--- src/rtl/button_conditioner_pkg.sv ---
// Shared definitions for the neurosync input front end: button FSM states,
// default debounce length and counter sizing helpers.
package button_conditioner_pkg;

    typedef enum logic [1:0] {
        OCIOSO        = 2'd0,
        FILTRANDO     = 2'd1,
        EMITE         = 2'd2,
        ESPERA_SOLTAR = 2'd3
    } estado_t;

    localparam int DEBOUNCE_DEFAULT = 4;

    // Wide enough to hold the full debounce count without wrapping.
    function automatic int cnt_width(input int cycles);
        return $clog2(cycles + 1);
    endfunction

    function automatic logic is_one_hot(input logic [3:0] value);
        return (value != 4'd0) && ((value & (value - 4'd1)) == 4'd0);
    endfunction

endpackage

--- src/rtl/debounce_pulse.sv ---
// One control input: 2-flop synchroniser, stable-level debouncer and a
// single-cycle pulse on each accepted press.
module debounce_pulse
    import button_conditioner_pkg::*;
#(
    parameter int DEBOUNCE_CYCLES = DEBOUNCE_DEFAULT
) (
    input  logic clock,
    input  logic reset,
    input  logic raw,
    output logic pulse
);

    localparam int CW = cnt_width(DEBOUNCE_CYCLES);
    localparam logic [CW-1:0] LAST = CW'(DEBOUNCE_CYCLES - 1);

    logic [1:0]    sync;
    logic          level;
    logic          level_q;
    logic [CW-1:0] cnt;

    // The counter only runs while the synchronised sample disagrees with the
    // accepted level; any agreeing sample restarts the stability window.
    always_ff @(posedge clock or negedge reset) begin
        if (!reset) begin
            sync    <= 2'b00;
            level   <= 1'b0;
            level_q <= 1'b0;
            cnt     <= '0;
            pulse   <= 1'b0;
        end else begin
            sync    <= {sync[0], raw};
            level_q <= level;
            pulse   <= level & ~level_q;
            if (sync[1] == level) begin
                cnt <= '0;
            end else if (cnt >= LAST) begin
                level <= sync[1];
                cnt   <= '0;
            end else begin
                cnt <= cnt + CW'(1);
            end
        end
    end

endmodule

--- src/rtl/button_conditioner.sv ---
// Top of the input front end: four debounced control pulses plus the
// game-button FSM that validates one-hot plays.
module button_conditioner
    import button_conditioner_pkg::*;
#(
    parameter int DEBOUNCE_CYCLES = DEBOUNCE_DEFAULT
) (
    input  logic       clock,
    input  logic       reset,
    input  logic [3:0] botoes,
    input  logic       mais,
    input  logic       menos,
    input  logic       confirma,
    input  logic       jogar,
    output logic [3:0] jogada,
    output logic       jogada_valida,
    output logic       multipla,
    output logic       mais_pulso,
    output logic       menos_pulso,
    output logic       confirma_pulso,
    output logic       jogar_pulso,
    output logic [1:0] db_estado
);

    localparam int CW = cnt_width(DEBOUNCE_CYCLES);
    localparam logic [CW-1:0] LAST = CW'(DEBOUNCE_CYCLES - 1);

    logic [3:0]    botoes_meta;
    logic [3:0]    s_botoes;
    logic [3:0]    padrao;
    logic [CW-1:0] cnt;
    estado_t       estado;

    debounce_pulse #(.DEBOUNCE_CYCLES(DEBOUNCE_CYCLES)) u_mais (
        .clock(clock), .reset(reset), .raw(mais), .pulse(mais_pulso)
    );
    debounce_pulse #(.DEBOUNCE_CYCLES(DEBOUNCE_CYCLES)) u_menos (
        .clock(clock), .reset(reset), .raw(menos), .pulse(menos_pulso)
    );
    debounce_pulse #(.DEBOUNCE_CYCLES(DEBOUNCE_CYCLES)) u_confirma (
        .clock(clock), .reset(reset), .raw(confirma), .pulse(confirma_pulso)
    );
    debounce_pulse #(.DEBOUNCE_CYCLES(DEBOUNCE_CYCLES)) u_jogar (
        .clock(clock), .reset(reset), .raw(jogar), .pulse(jogar_pulso)
    );

    assign db_estado = estado;

    // A press is accepted only after the same pattern has been seen for the
    // full window; the release must then be equally stable before re-arming.
    always_ff @(posedge clock or negedge reset) begin
        if (!reset) begin
            botoes_meta   <= 4'd0;
            s_botoes      <= 4'd0;
            padrao        <= 4'd0;
            cnt           <= '0;
            estado        <= OCIOSO;
            jogada        <= 4'd0;
            jogada_valida <= 1'b0;
            multipla      <= 1'b0;
        end else begin
            botoes_meta   <= botoes;
            s_botoes      <= botoes_meta;
            jogada_valida <= 1'b0;
            multipla      <= 1'b0;
            case (estado)
                OCIOSO: begin
                    if (s_botoes != 4'd0) begin
                        padrao <= s_botoes;
                        cnt    <= CW'(1);
                        estado <= (DEBOUNCE_CYCLES == 1) ? EMITE : FILTRANDO;
                    end
                end
                FILTRANDO: begin
                    if (s_botoes == 4'd0) begin
                        cnt    <= '0;
                        estado <= OCIOSO;
                    end else if (s_botoes != padrao) begin
                        padrao <= s_botoes;
                        cnt    <= CW'(1);
                    end else begin
                        cnt <= cnt + CW'(1);
                        if (cnt >= LAST) begin
                            estado <= EMITE;
                        end
                    end
                end
                EMITE: begin
                    if (is_one_hot(padrao)) begin
                        jogada        <= padrao;
                        jogada_valida <= 1'b1;
                    end else begin
                        multipla <= 1'b1;
                    end
                    cnt    <= '0;
                    estado <= ESPERA_SOLTAR;
                end
                ESPERA_SOLTAR: begin
                    if (s_botoes != 4'd0) begin
                        cnt <= '0;
                    end else if (cnt >= LAST) begin
                        cnt    <= '0;
                        estado <= OCIOSO;
                    end else begin
                        cnt <= cnt + CW'(1);
                    end
                end
                default: estado <= OCIOSO;
            endcase
        end
    end

endmodule
--- config.mk ---
export PLATFORM = sky130hd
export DESIGN_NAME = button_conditioner
export DESIGN_NICKNAME = d
export VERILOG_FILES = /design/src/rtl/button_conditioner_pkg.sv /design/src/rtl/debounce_pulse.sv /design/src/rtl/button_conditioner.sv
export SDC_FILE = /design/constraint.sdc
export NUM_CORES = 1
export LEC_CHECK = 0
export ABC_CLOCK_PERIOD_IN_PS = 2450
export BUFFER_PORTS_ARGS = -buffer_cell sky130_fd_sc_hd__buf_2
export CORE_MARGIN = 8
export CORE_UTILIZATION = 31
export CTS_CLUSTER_DIAMETER = 200
export DETAILED_ROUTE_END_ITERATION = 16
export GPL_TIMING_DRIVEN = 1
export PLACE_DENSITY = 0.45
export SYNTH_ARGS = -nofsm -noshare
export SYNTH_HDL_FRONTEND = slang
export SYNTH_SLANG_ARGS = --single-unit
--- constraint.sdc ---
create_clock -name clock -period 2.45 [get_ports clock]
set_input_delay 0.49 -clock clock [delete_from_list [all_inputs] [get_ports clock]]
set_output_delay 0.49 -clock clock [all_outputs]
set_load 0.005 [all_outputs]
# After elaboration in Yosys (flattened, before gate mapping)
# Index checks and enable logic that the tools add are counted.
word_totals:
  input_bits: 10
  elab_cells: 110
  out_inout_bits: 12
  ff_bits: 55
classes:
  bitwise_logic: 13
  n_addsub: 6
  order_cmp: 5
  mux: 29
  eq_ne: 15
  reduce_logical: 14
ops:
  columns: ["operator", "n"]
  rows:
  - ["$mux 3", 13]
  - ["$add 3x1->3 const B", 5]
  - ["$ge 3x2->1 const B", 5]
  - ["$mux 2", 6]
  - ["$mux 4", 3]
  - ["$pmux 3 s4", 1]
  - ["$ne 2x2->1 const B", 5]
  - ["$reduce_and 2->1", 5]
  - ["$logic_not 4->1", 2]
  - ["$not 1->1", 8]
  - ["$pmux 2 s4", 1]
  - ["$pmux 4 s2", 1]
  - ["$reduce_bool 4->1", 2]
  - ["$ne 3x3->1 const B", 2]
  - ["$reduce_and 5->1", 1]
  - ["$and 1x1->1", 4]
  - ["$and 4x4->4", 1]
  - ["$eq 1x1->1", 4]
  - ["$eq 2x2->1 const B", 2]
  - ["$mux 1", 4]
  - ["$ne 4x4->1", 1]
  - ["$reduce_and 4->1", 1]
  - ["$sub 4x1->4 const B", 1]
  - ["$eq 2x1->1 const B", 1]
  - ["3 further kinds", 3]

# Depth between registers and ports, before layout
depth:
  ltp_word: 6
  mapped_depth: 6

# Hierarchy
# Synthesis repeated with hierarchy kept, for this count alone.
unflattened:
  hier_cells: 163
  hier_area_um2: 2215.9
modules_own_cells:
  columns: ["mod", "cells_per_inst", "area_per_inst_um2", "n_inst", "seq_area_each_um2"]
  rows:
  - ["debounce_pulse", 18, 286.5, 4, 200.2]
  - ["button_conditioner", 91, 1069.8, 1, 575.6]

# Least setup slack after synthesis
# No wires, ideal clock.
synth_path:
  path_type: "register -> register"
  startpoint: "reg u_confirma.cnt[0]"
  endpoint: "reg u_confirma.level"
  setup_time_ps: 125
  slack_ps: 934
  arrival_time_ps: 1392
  required_time_ps: 2325
  stages_incl_launch_ff: 5
  period_less_slack_ps: 1516
  path_cell_list: "dfrtp_1 > ha_1 > ha_1 > a211oi_1 > mux2_2"
synth_via:
  elab_chain_len: 2
synth_rtl:
  columns: ["element", "line_no", "source"]
  rows:
  - ["start, declared", "debounce_pulse.sv:20", "logic [CW-1:0] cnt;"]
  - ["start signal, assigned", "debounce_pulse.sv:41", "cnt <= cnt + CW'(1);"]
  - ["$ge 3x2->1", "debounce_pulse.sv:37", "end else if (cnt >= LAST) begin"]
  - ["$reduce_and 2->1 (no line)", null, null]
  - ["end signal, assigned", "debounce_pulse.sv:38", "level <= sync[1];"]
  - ["end, declared", "debounce_pulse.sv:18", "logic level;"]
# Every way passes these cells.
# A chain may end at the register's enable or synchronous reset.

# Worst setup path after layout
layout_path:
  startpoint: "reg u_mais.cnt[0]"
  endpoint: "reg u_mais.level"
layout_via:
  elab_chain_len: 2
layout_rtl:
  columns: ["element", "line_no"]
  rows:
  - ["start, declared", "debounce_pulse.sv:20"]
  - ["start signal, assigned", "debounce_pulse.sv:41"]
  - ["$ge 3x2->1", "debounce_pulse.sv:37"]
  - ["$reduce_and 2->1 (no line)", null]
  - ["end signal, assigned", "debounce_pulse.sv:38"]
  - ["end, declared", "debounce_pulse.sv:18"]
# Every way passes these cells.

==> flow_summary.yaml <==
clock_network:
  cts_buffers: 5
  clk_latency_ns: 0.30
  cts_root_buffer: "clkbuf_8"
  cts_tree: "yes"
  cts_hold_buf: 0
  cts.sinks: 55
  htree_levels: 2
  post_cts_buffers: 0
  clkTransAtPathRegs_ns: 0.10
  cts.path.max_buffers: 2
  cts_resized: 0
synthesis:
  synthesis.area_um2: 2202
  synth_area_leaders: "dfrtp_1, ha_1, mux2_2"
  synth_fp_nets: 186
  synth_cell_types: 36
  synth_cells: 166
  synth_seq_area_share: 0.6250
  synthFlopType: "dfrtp_1"
  yosysTopAreaCell: "dfrtp_1"
  syn_area_per_cell_um2: 13.27
  ys_ff_latch: 55
  synthArstFlopShare: 1.000
  synth_edf_count: 0
  synth_warnings: 0
  synth_top_area_share: 0.6250
layout:
  fillers: 661
  final_common_cell: "dfrtp_1"
  n_antenna_cell: 0
  drive_gt1_frac: 0.2251
  post-route-cell-area_um2: 2502
  syn_to_final_growth_pct: 13.64
  layout.nets: 210
  mostFrequentLayoutCells: "dfrtp_1, buf_2, nor2_1, ha_1, mux2_2"
critical_path:
  r2r_cells: 4
  endpoint_kind: "flip-flop"
  cp_max_fo: 3
  start_kind: "flip-flop"
  cp_data_required_time_ns: 2.65
  arrival_ns: 1.84
  path_class: "reg -> reg"
grt:
  track_usage: 0.07463
  grt_antenna_before_repair: 0
  grt-ovfl-total: 0
  grt_max_degree: 29
  grt_pass1_vias: 1326
  grt_pass1_wl_um: 5954
run_status:
  status: "finished clean"
timing:
  clock.fmax_ghz: 0.6091
  min_period_over_period: 0.6701
  worst_pin_slew_ns: 0.6397
  setup_tns_ns: 0
  layout_min_cycle_time_ns: 1.642
  fin_worst_skew_ns: 0.01143
  rsz0062_at_grt: "false"
  worst_slew_margin_rel: 0.5735
  final-hold-violation-count: 0
  slew_violations: 0
  finalSetupViolCount: 0
routing:
  vias: 1294
  vias_per_cell: 4.509
  dr.pass1.iters: 4
  drcViolationCount: 0
  ant_nets: 0
  drtIter0Drc: 75
  routed_wl_um: 3460
  wire_per_inst_um: 12.06
placement:
  dp.final_hpwl_um: 2508
  placed_area_um2: 2417
  io_buffers: 21
  gp_congestion: 0.7245
floorplan:
  rows: 30
  core_um2: 6832
  die_area_um2: 10060
  io_pins: 22
  dieHeight_um: 100.3
  initial_core_util: 0.3223
  fp.dieW_um: 100.3
power_and_ir_drop:
  p_per_area_nw_per_um2: 950.8
  leakage_nw: 1.144
  peakVddDrop_mv: 0.3585
run:
  cap_violations: 0
hold_path:
  min-delay-path-class: "in -> async"
==> report_power, final <==
group / total [W] / internal (W) / switching [W]
Combinational: 0.000577 / 0.000309 / 0.000268
Clock: 0.000478 / 0.000200 / 0.000278
Sequential: 0.00132 / 0.00113 / 0.000197
Total: 0.00238 / 0.00164 / 0.000743
==> routing by layer <==
layer | part of all wire | vias up | GRT usage
met5 | 0 | - | 0
met4 | 0.0072 | 0 | 0.02791
met3 | 0.053 | 2 | 0.02699
met2 | 0.48 | 35 | 0.1226
met1 | 0.46 | 635 | 0.08690
li1 | - | 622 | -
==> Yosys cell counts (3+ instances only) <==
cell type,number
a32o_1,3
a31oi_1,3
nand2_1,8
dfrtp_1,55
nor2b_1,5
mux2_2,9
nor2_1,14
xnor2_1,4
xor2_1,8
ha_1,10
a211oi_1,5
buf_2,3
nand3_1,4
inv_1,6
and3_1,4
==> stage by stage <==
step | util | power [W] | hold slack, ns | setup slack, ns | instances
final | 0.3663 | 0.002379 | 0.2115 | 0.8083 | 287
after global routing | 0.3663 | 0.002560 | 0.2426 | 0.7274 | 287
after CTS | 0.3663 | 0.002425 | 0.2323 | 0.7976 | 287
after detailed placement | 0.3538 | 0.001933 | 0.3355 | 0.8097 | 279
after global placement | 0.3538 | 0.001884 | 0.3326 | 0.8811 | 279
after floorplan | - | 0.001756 | 0.1944 | 0.9336 | 166
==> final cells by class <==
| cell class | instances | area, µm² | area share |
|---|---|---|---|
| Sequential cell | 55 | 1376 | 0.5500 |
| Multi-Input combinational cell | 100 | 773.2 | 0.3090 |
| Timing Repair Buffer | 22 | 125.1 | 0.05000 |
| Tap cell | 96 | 120.1 | 0.04800 |
| Clock buffer | 6 | 72.57 | 0.02900 |
| Inverter | 6 | 22.52 | 0.009000 |
| Clock inverter | 2 | 12.51 | 0.005000 |
==> worst paths after layout <==
path | start | endpoint | slack [ns]
min in group clock | botoes[3] | botoes_meta[3] | 0.29
max in group asynchronous | reset | u_mais.sync[0] | 1.68
setup reg to reg | u_mais.cnt[0] | u_mais.level | 0.81
setup / recovery | u_mais.cnt[0] | u_mais.level | 0.81
hold reg to reg | u_jogar.sync[0] | u_jogar.sync[1] | 0.35
hold / removal | reset | u_jogar.pulse | 0.21
==> sequential cells by signal, summed over array words and instances, names as in the netlist, 4 cells and up, named ones only <==
name and count:
jogada 4, botoes_meta 4, padrao 4, s_botoes 4
==> worst max-delay path, stage by stage, from the launching register on <==
cell,delay (ns)
dfrtp_1,0.41
ha_1,0.20
ha_1,0.17
a211oi_1,0.37
mux2_2,0.38
==> cell families (layout without fill, tap and decap cells) <==
logic type,after synthesis,in the layout,synth area share
AO/OA/AOI/OAI,24,24,0.08183
AND/OR/NAND/NOR,45,45,0.1187
flip-flops,55,55,0.6250
adder cells (fa/ha/maj),10,10,0.05682
XOR/XNOR,12,12,0.04773
multiplexers,9,9,0.04602
buffers and inverters,11,36,0.02386
Power figures use the tool's default switching activity.
